File: config.mk
export PLATFORM = sky130hd
export DESIGN_NAME = ps2_host_tx
export DESIGN_NICKNAME = d
export VERILOG_FILES = /design/src/rtl/ps2_pkg.sv /design/src/rtl/ps2_line_filter.sv /design/src/rtl/ps2_host_tx.sv
export SDC_FILE = /design/constraint.sdc
export NUM_CORES = 1
export LEC_CHECK = 0
export ABC_AREA = 1
export CORE_MARGIN = 5
export CORE_UTILIZATION = 55
export DETAILED_ROUTE_END_ITERATION = 10
export PLACE_DENSITY = 0.76
export SYNTH_ARGS = -nofsm -noshare
export SYNTH_HDL_FRONTEND = slang
export SYNTH_SLANG_ARGS = --single-unit
File: constraint.sdc
create_clock -name clk -period 2 [get_ports clk]
set_input_delay 0.3 -clock clk [delete_from_list [all_inputs] [get_ports clk]]
set_output_delay 0.3 -clock clk [all_outputs]
set_load 0.02 [all_outputs]
File: src/rtl/ps2_pkg.sv
`default_nettype none
// ============================================================
// ps2_pkg : shared PS/2 host transmitter constants and helpers
// Rev 1.0
// ============================================================
package ps2_pkg;

    localparam int PS2_FRAME_LEN      = 11;
    localparam int PS2_INHIBIT_CYCLES = 2500;
    localparam int PS2_TIMEOUT_CYCLES = 375000;
    localparam int PS2_FILTER_LEN     = 4;

    localparam logic [2:0] S_IDLE      = 3'd0;
    localparam logic [2:0] S_INHIBIT   = 3'd1;
    localparam logic [2:0] S_RTS       = 3'd2;
    localparam logic [2:0] S_SHIFT     = 3'd3;
    localparam logic [2:0] S_ACK       = 3'd4;
    localparam logic [2:0] S_WAIT_IDLE = 3'd5;
    localparam logic [2:0] S_ERROR     = 3'd6;

    function automatic logic odd_parity(input logic [7:0] d);
        return ~^d;
    endfunction

endpackage
`default_nettype wire

File: src/rtl/ps2_line_filter.sv
`default_nettype none
// ============================================================
// ps2_line_filter : 2-FF synchronizer, glitch filter, fall strobe
// Rev 1.0
// ============================================================
module ps2_line_filter #(
    parameter int FILTER_LEN = 4
) (
    input  logic clk,
    input  logic reset_n,
    input  logic line_i,
    output logic level_o,
    output logic fall_o
);

    localparam int               CNT_W    = (FILTER_LEN > 1) ? $clog2(FILTER_LEN) : 1;
    localparam logic [CNT_W-1:0] CNT_LAST = CNT_W'(FILTER_LEN - 1);

    logic [1:0]       sync_q;
    logic             level_q;
    logic             fall_q;
    logic [CNT_W-1:0] cnt_q;

    // A new level is accepted only after FILTER_LEN consecutive differing samples
    always_ff @(posedge clk or negedge reset_n) begin
        if (!reset_n) begin
            sync_q  <= 2'b11;
            level_q <= 1'b1;
            fall_q  <= 1'b0;
            cnt_q   <= '0;
        end else begin
            sync_q <= {sync_q[0], line_i};
            fall_q <= 1'b0;
            if (sync_q[1] != level_q) begin
                if (cnt_q >= CNT_LAST) begin
                    level_q <= sync_q[1];
                    fall_q  <= level_q;
                    cnt_q   <= '0;
                end else begin
                    cnt_q <= cnt_q + 1'b1;
                end
            end else begin
                cnt_q <= '0;
            end
        end
    end

    assign level_o = level_q;
    assign fall_o  = fall_q;

endmodule
`default_nettype wire

File: src/rtl/ps2_host_tx.sv
`default_nettype none
// ============================================================
// ps2_host_tx : PS/2 host-to-device command byte transmitter
// Rev 1.0
// ============================================================
module ps2_host_tx
    import ps2_pkg::*;
#(
    parameter int INHIBIT_CYCLES = PS2_INHIBIT_CYCLES,
    parameter int TIMEOUT_CYCLES = PS2_TIMEOUT_CYCLES,
    parameter int FILTER_LEN     = PS2_FILTER_LEN
) (
    input  logic       clk,
    input  logic       reset_n,
    input  logic [7:0] tx_data,
    input  logic       tx_valid,
    output logic       tx_ready,
    output logic       tx_done,
    output logic       tx_error,
    output logic       busy,
    input  logic       ps2_clk_i,
    input  logic       ps2_data_i,
    output logic       ps2_clk_oe,
    output logic       ps2_data_oe
);

    localparam int               INH_W    = $clog2(INHIBIT_CYCLES + 1);
    localparam int               TO_W     = $clog2(TIMEOUT_CYCLES + 1);
    localparam int               BIT_W    = $clog2(PS2_FRAME_LEN);
    localparam logic [INH_W-1:0] INH_LAST = INH_W'(INHIBIT_CYCLES - 1);
    localparam logic [TO_W-1:0]  TO_LAST  = TO_W'(TIMEOUT_CYCLES - 1);
    localparam logic [TO_W-1:0]  TO_MAX   = TO_W'(TIMEOUT_CYCLES);
    localparam logic [BIT_W-1:0] BIT_PAR  = BIT_W'(8);
    localparam logic [BIT_W-1:0] BIT_STOP = BIT_W'(9);

    logic             clk_lvl, clk_fall, data_lvl, data_fall_unused;
    logic [2:0]       state_q, state_d;
    logic [7:0]       data_q, data_d;
    logic             parity_q, parity_d;
    logic [BIT_W-1:0] bit_q, bit_d;
    logic [INH_W-1:0] inh_q, inh_d;
    logic [TO_W-1:0]  to_q, to_d;
    logic             data_oe_q, data_oe_d;
    logic             done_q, done_d;
    logic             run;

    ps2_line_filter #(.FILTER_LEN(FILTER_LEN)) u_clk_filt (
        .clk     (clk),
        .reset_n (reset_n),
        .line_i  (ps2_clk_i),
        .level_o (clk_lvl),
        .fall_o  (clk_fall)
    );

    ps2_line_filter #(.FILTER_LEN(FILTER_LEN)) u_data_filt (
        .clk     (clk),
        .reset_n (reset_n),
        .line_i  (ps2_data_i),
        .level_o (data_lvl),
        .fall_o  (data_fall_unused)
    );

    assign run = (state_q == S_RTS) || (state_q == S_SHIFT) ||
                 (state_q == S_ACK) || (state_q == S_WAIT_IDLE);

    always_comb begin
        state_d   = state_q;
        data_d    = data_q;
        parity_d  = parity_q;
        bit_d     = bit_q;
        inh_d     = inh_q;
        to_d      = to_q;
        data_oe_d = data_oe_q;
        done_d    = 1'b0;

        // to_q holds the number of cycles since the last clock fall
        if (run) begin
            if (clk_fall) begin
                to_d = TO_W'(1);
            end else if (to_q != TO_MAX) begin
                to_d = to_q + 1'b1;
            end
        end

        case (state_q)
            S_IDLE: begin
                data_oe_d = 1'b0;
                if (tx_valid) begin
                    data_d   = tx_data;
                    parity_d = odd_parity(tx_data);
                    inh_d    = '0;
                    state_d  = S_INHIBIT;
                end
            end
            S_INHIBIT: begin
                if (inh_q >= INH_LAST) begin
                    state_d   = S_RTS;
                    data_oe_d = 1'b1;
                    bit_d     = '0;
                    to_d      = '0;
                end else begin
                    inh_d = inh_q + 1'b1;
                end
            end
            S_RTS: state_d = S_SHIFT;
            S_SHIFT: begin
                if (clk_fall) begin
                    if (bit_q < BIT_PAR) begin
                        data_oe_d = ~data_q[bit_q[2:0]];
                    end else if (bit_q == BIT_PAR) begin
                        data_oe_d = ~parity_q;
                    end else begin
                        data_oe_d = 1'b0;
                    end
                    if (bit_q >= BIT_STOP) begin
                        state_d = S_ACK;
                    end
                    bit_d = bit_q + 1'b1;
                end
            end
            S_ACK: begin
                if (clk_fall) begin
                    state_d = data_lvl ? S_ERROR : S_WAIT_IDLE;
                end
            end
            S_WAIT_IDLE: begin
                if (clk_lvl && data_lvl) begin
                    done_d  = 1'b1;
                    state_d = S_IDLE;
                end
            end
            S_ERROR: begin
                data_oe_d = 1'b0;
                state_d   = S_IDLE;
            end
            default: state_d = S_IDLE;
        endcase

        // Timeout overrides any clock edge seen in the same cycle
        if (run && (to_q >= TO_LAST)) begin
            state_d   = S_ERROR;
            data_oe_d = 1'b0;
            done_d    = 1'b0;
        end
    end

    always_ff @(posedge clk or negedge reset_n) begin
        if (!reset_n) begin
            state_q   <= S_IDLE;
            data_q    <= '0;
            parity_q  <= 1'b0;
            bit_q     <= '0;
            inh_q     <= '0;
            to_q      <= '0;
            data_oe_q <= 1'b0;
            done_q    <= 1'b0;
        end else begin
            state_q   <= state_d;
            data_q    <= data_d;
            parity_q  <= parity_d;
            bit_q     <= bit_d;
            inh_q     <= inh_d;
            to_q      <= to_d;
            data_oe_q <= data_oe_d;
            done_q    <= done_d;
        end
    end

    assign tx_ready    = (state_q == S_IDLE);
    assign busy        = (state_q != S_IDLE);
    assign tx_error    = (state_q == S_ERROR);
    assign tx_done     = done_q;
    assign ps2_clk_oe  = (state_q == S_INHIBIT);
    assign ps2_data_oe = data_oe_q;

endmodule
`default_nettype wire

==> impl_metrics.json <==
{
  "synth_area_leaders": "dfrtp_1 39%, nand2_1 11%, inv_1 7.1%",
  "grt_use_total_pct": 20.18,
  "yosysTopAreaCellShare_pct": 38.77,
  "path_cells": "inv_2, nand2_2, nor2_2, inv_2, dlygate4sd2_1",
  "grt_overflow": 0,
  "antenna_left": 0,
  "drv_slew": 0,
  "finalClockSkew_ps": 11.45,
  "fin_util_pct": 65.16,
  "crit_type": "register to output port",
  "synth_area_leader_cell": "dfrtp_1",
  "whs_ps": 344.0,
  "grt_pass1_vias": 2892,
  "rsz0062_at_grt": "false",
  "port_buffers": 18,
  "p_leak_nw": 1.937,
  "crit_arrival_ps": 1530,
  "clk_path_buf_depth": 2,
  "htree_levels": 3,
  "status": "complete, no violations",
  "period_needed_ps": 1832,
  "p_total_w": 0.004936,
  "cp.buffers_inverters": 3,
  "start_util_pct": 55.85,
  "hold_violations": 0,
  "syn_to_final_growth_pct": 16.65,
  "vias": 3043,
  "io_pins": 19,
  "seq_area_sq_um": 1509,
  "antenna_cells": 0,
  "synth_seq_cells": 60,
  "syn_area_sq_um": 3486,
  "synth-seq-area-share_pct": 43.29,
  "drv_cap": 0,
  "pwr_density_cell_nw_per_um2": 1214,
  "cts_root_buffer": "clkbuf_8",
  "synth_nets": 485,
  "worst_path_most_repeated_cell": "inv_2",
  "clock.fmax_mhz": 545.8,
  "clock_latency_ps": 360,
  "ir_drop_uv": 741.5,
  "setup_viol": 0,
  "ys.warnings.count": 0,
  "synth.most_common_cell": "nand2_1",
  "cts_tree": "built",
  "syn_inst": 464,
  "drt_first_pass_iters": 4,
  "gp_congestion": 0.9412,
  "hpwlAfterDp_microns": 5578,
  "fin_ws_ps": 168.0,
  "crit_slowest_cell": "dfrtp_1",
  "grt_start_max_net_pins": 30,
  "crit_fanout": 5,
  "fin_tns_setup_ps": 0,
  "path_clk_slew_ps": 80,
  "ys_types": 32,
  "grt_first_pass_wirelength_microns": 12410,
  "ys_async_sr_fraction_pct": 100.0,
  "drive_gt1_share_pct": 12.48,
  "cp_data_required_time_ps": 1700,
  "dieWidth_microns": 89.61,
  "numCtsBuffers": 9,
  "tightest_slew_ps": 392.7,
  "multi_input_comb_area_sq_um": 1688,
  "cpLargestDelayFamily": "buffers and inverters",
  "crit_path_max_incr_delay_ps": 450,
  "relSlewSlack_pct": 73.58,
  "wl_per_cell_microns": 12.59,
  "antenna_found_initial": 0,
  "drc": 0,
  "syn_avg_cell_area_sq_um": 7.513,
  "synth_ff_type": "dfrtp_1",
  "endpoint_kind": "output port",
  "routed_wl_microns": 7326,
  "layout.nets": 521,
  "synth_edf_count": 0,
  "period_share_pct": 91.60,
  "core_sq_um": 6241,
  "pre_cts_ws_ps": 120.9,
  "num_rows": 29,
  "vias_per_cell": 5.229,
  "synth_common_cells": "106 x nand2_1, 66 x inv_1, 54 x dfrtp_1",
  "hold_path.class": "primary input to register",
  "drt_iter0_drc": 130,
  "nFillCells": 557,
  "fp.dieH_microns": 89.61,
  "dieArea_sq_um": 8030,
  "worst_setup_path_start_kind": "register",
  "cts.sinks": 60
}
[area by class of cell]
cell class,instances,area share [%]
well taps,77,2.369
multi-input cells,326,41.51
flip-flops and latches,60,37.11
clock inverters,7,2.400
repair buffers,29,6.677
clock buffers,9,3.046
inverters,74,6.892
[sequential cells by signal, summed over array words and instances (netlist names)]
register,flops
u_clk_filt.level_o,1
u_clk_filt.cnt_q,2
parity_q,1
u_data_filt.sync_q,2
u_clk_filt.fall_o,1
state_q,3
u_data_filt.level_o,1
u_clk_filt.sync_q,2
data_q,8
ps2_data_oe,1
inh_q,12
tx_done,1
to_q,19
u_data_filt.cnt_q,2
bit_q,4
[cells by family after synthesis]
logic type / after synthesis / synth area share, %
AO/OA/AOI/OAI: 67 / 10.41
adder cells (fa/ha/maj): 8 / 2.872
multiplexers: 2 / 0.6460
buffers and inverters: 78 / 8.938
XOR/XNOR: 17 / 4.272
flip-flops: 60 / 43.29
AND/OR/NAND/NOR: 232 / 29.58
[final timing paths]
| path | from | to | slack [ps] | depth (start not counted) |
|---|---|---|---|---|
| max | state_q[0] | busy | 170 | 5 |
| min | ps2_data_i | u_data_filt.sync_q[0] | 340 | 1 |
| max reg2reg | to_q[0] | state_q[2] | 210 | 12 |
| min reg2reg | u_data_filt.sync_q[0] | u_data_filt.sync_q[1] | 360 | 0 |
| max in group asynchronous | reset_n | data_q[6] | 1030 | 3 |
| min in group asynchronous | reset_n | to_q[3] | 400 | 2 |
[layout by cell type (no fill, tap or decap), drive strengths merged]
cell type,netlist,routed
o211ai,1,1
nor3,16,16
o21ai,34,34
a211oi,2,2
xor2,9,9
o31ai,3,3
nand2,112,112
dfstp,6,6
mux2,2,2
xnor2,8,8
a22oi,2,2
nand3,46,46
bufinv,0,2
dlygate4sd3,0,1
clkbuf,1,9
dlymetal6s2s,0,1
or2,2,2
nor4,5,5
clkdlybuf4s50,0,13
nor2,46,46
clkinvlp,0,2
dfrtp,54,54
buf,3,11
clkinv,0,1
ha,8,8
a21oi,24,24
inv,74,76
nand4,5,5
dlygate4sd2,0,3
o2111ai,1,1
[per-layer routing]
metal	global-route usage [%]	routed length (microns)	up-vias	part of all wire, %
met5	0	0	-	0
met4	8.390	142	0	1.9
met1	26.41	3466	1387	47
met2	31.78	3389	60	46
li1	-	-	1580	-
met3	5.292	328	16	4.5
[metrics by stage]
| stage | area (sq um) | cells |
|---|---|---|
| final | 4066 | 582 |
| after global routing | 4066 | 582 |
| after CTS | 4039 | 582 |
| after detailed placement | 3811 | 565 |
| after global placement | 3811 | 565 |
| after floorplan | 3486 | 464 |
[where the power goes]
part	switching (W)	total (W)	internal, W
Combinational	0.00125	0.00192	0.000677
Clock	0.000543	0.00125	0.000707
Sequential	0.000220	0.00176	0.00154
[repair_timing]
| item | CTS | global route |
|---|---|---|
| endpoints found under the setup margin | 3 | 11 |
| cloned | 0 | 0 |
| setup buffers | 0 | 0 |
| hold buffers | 1 | 0 |
| resized for setup | 3 | 9 |
| endpoints found under the hold margin | 15 | 0 |
(Power assumes the default switching activity.)
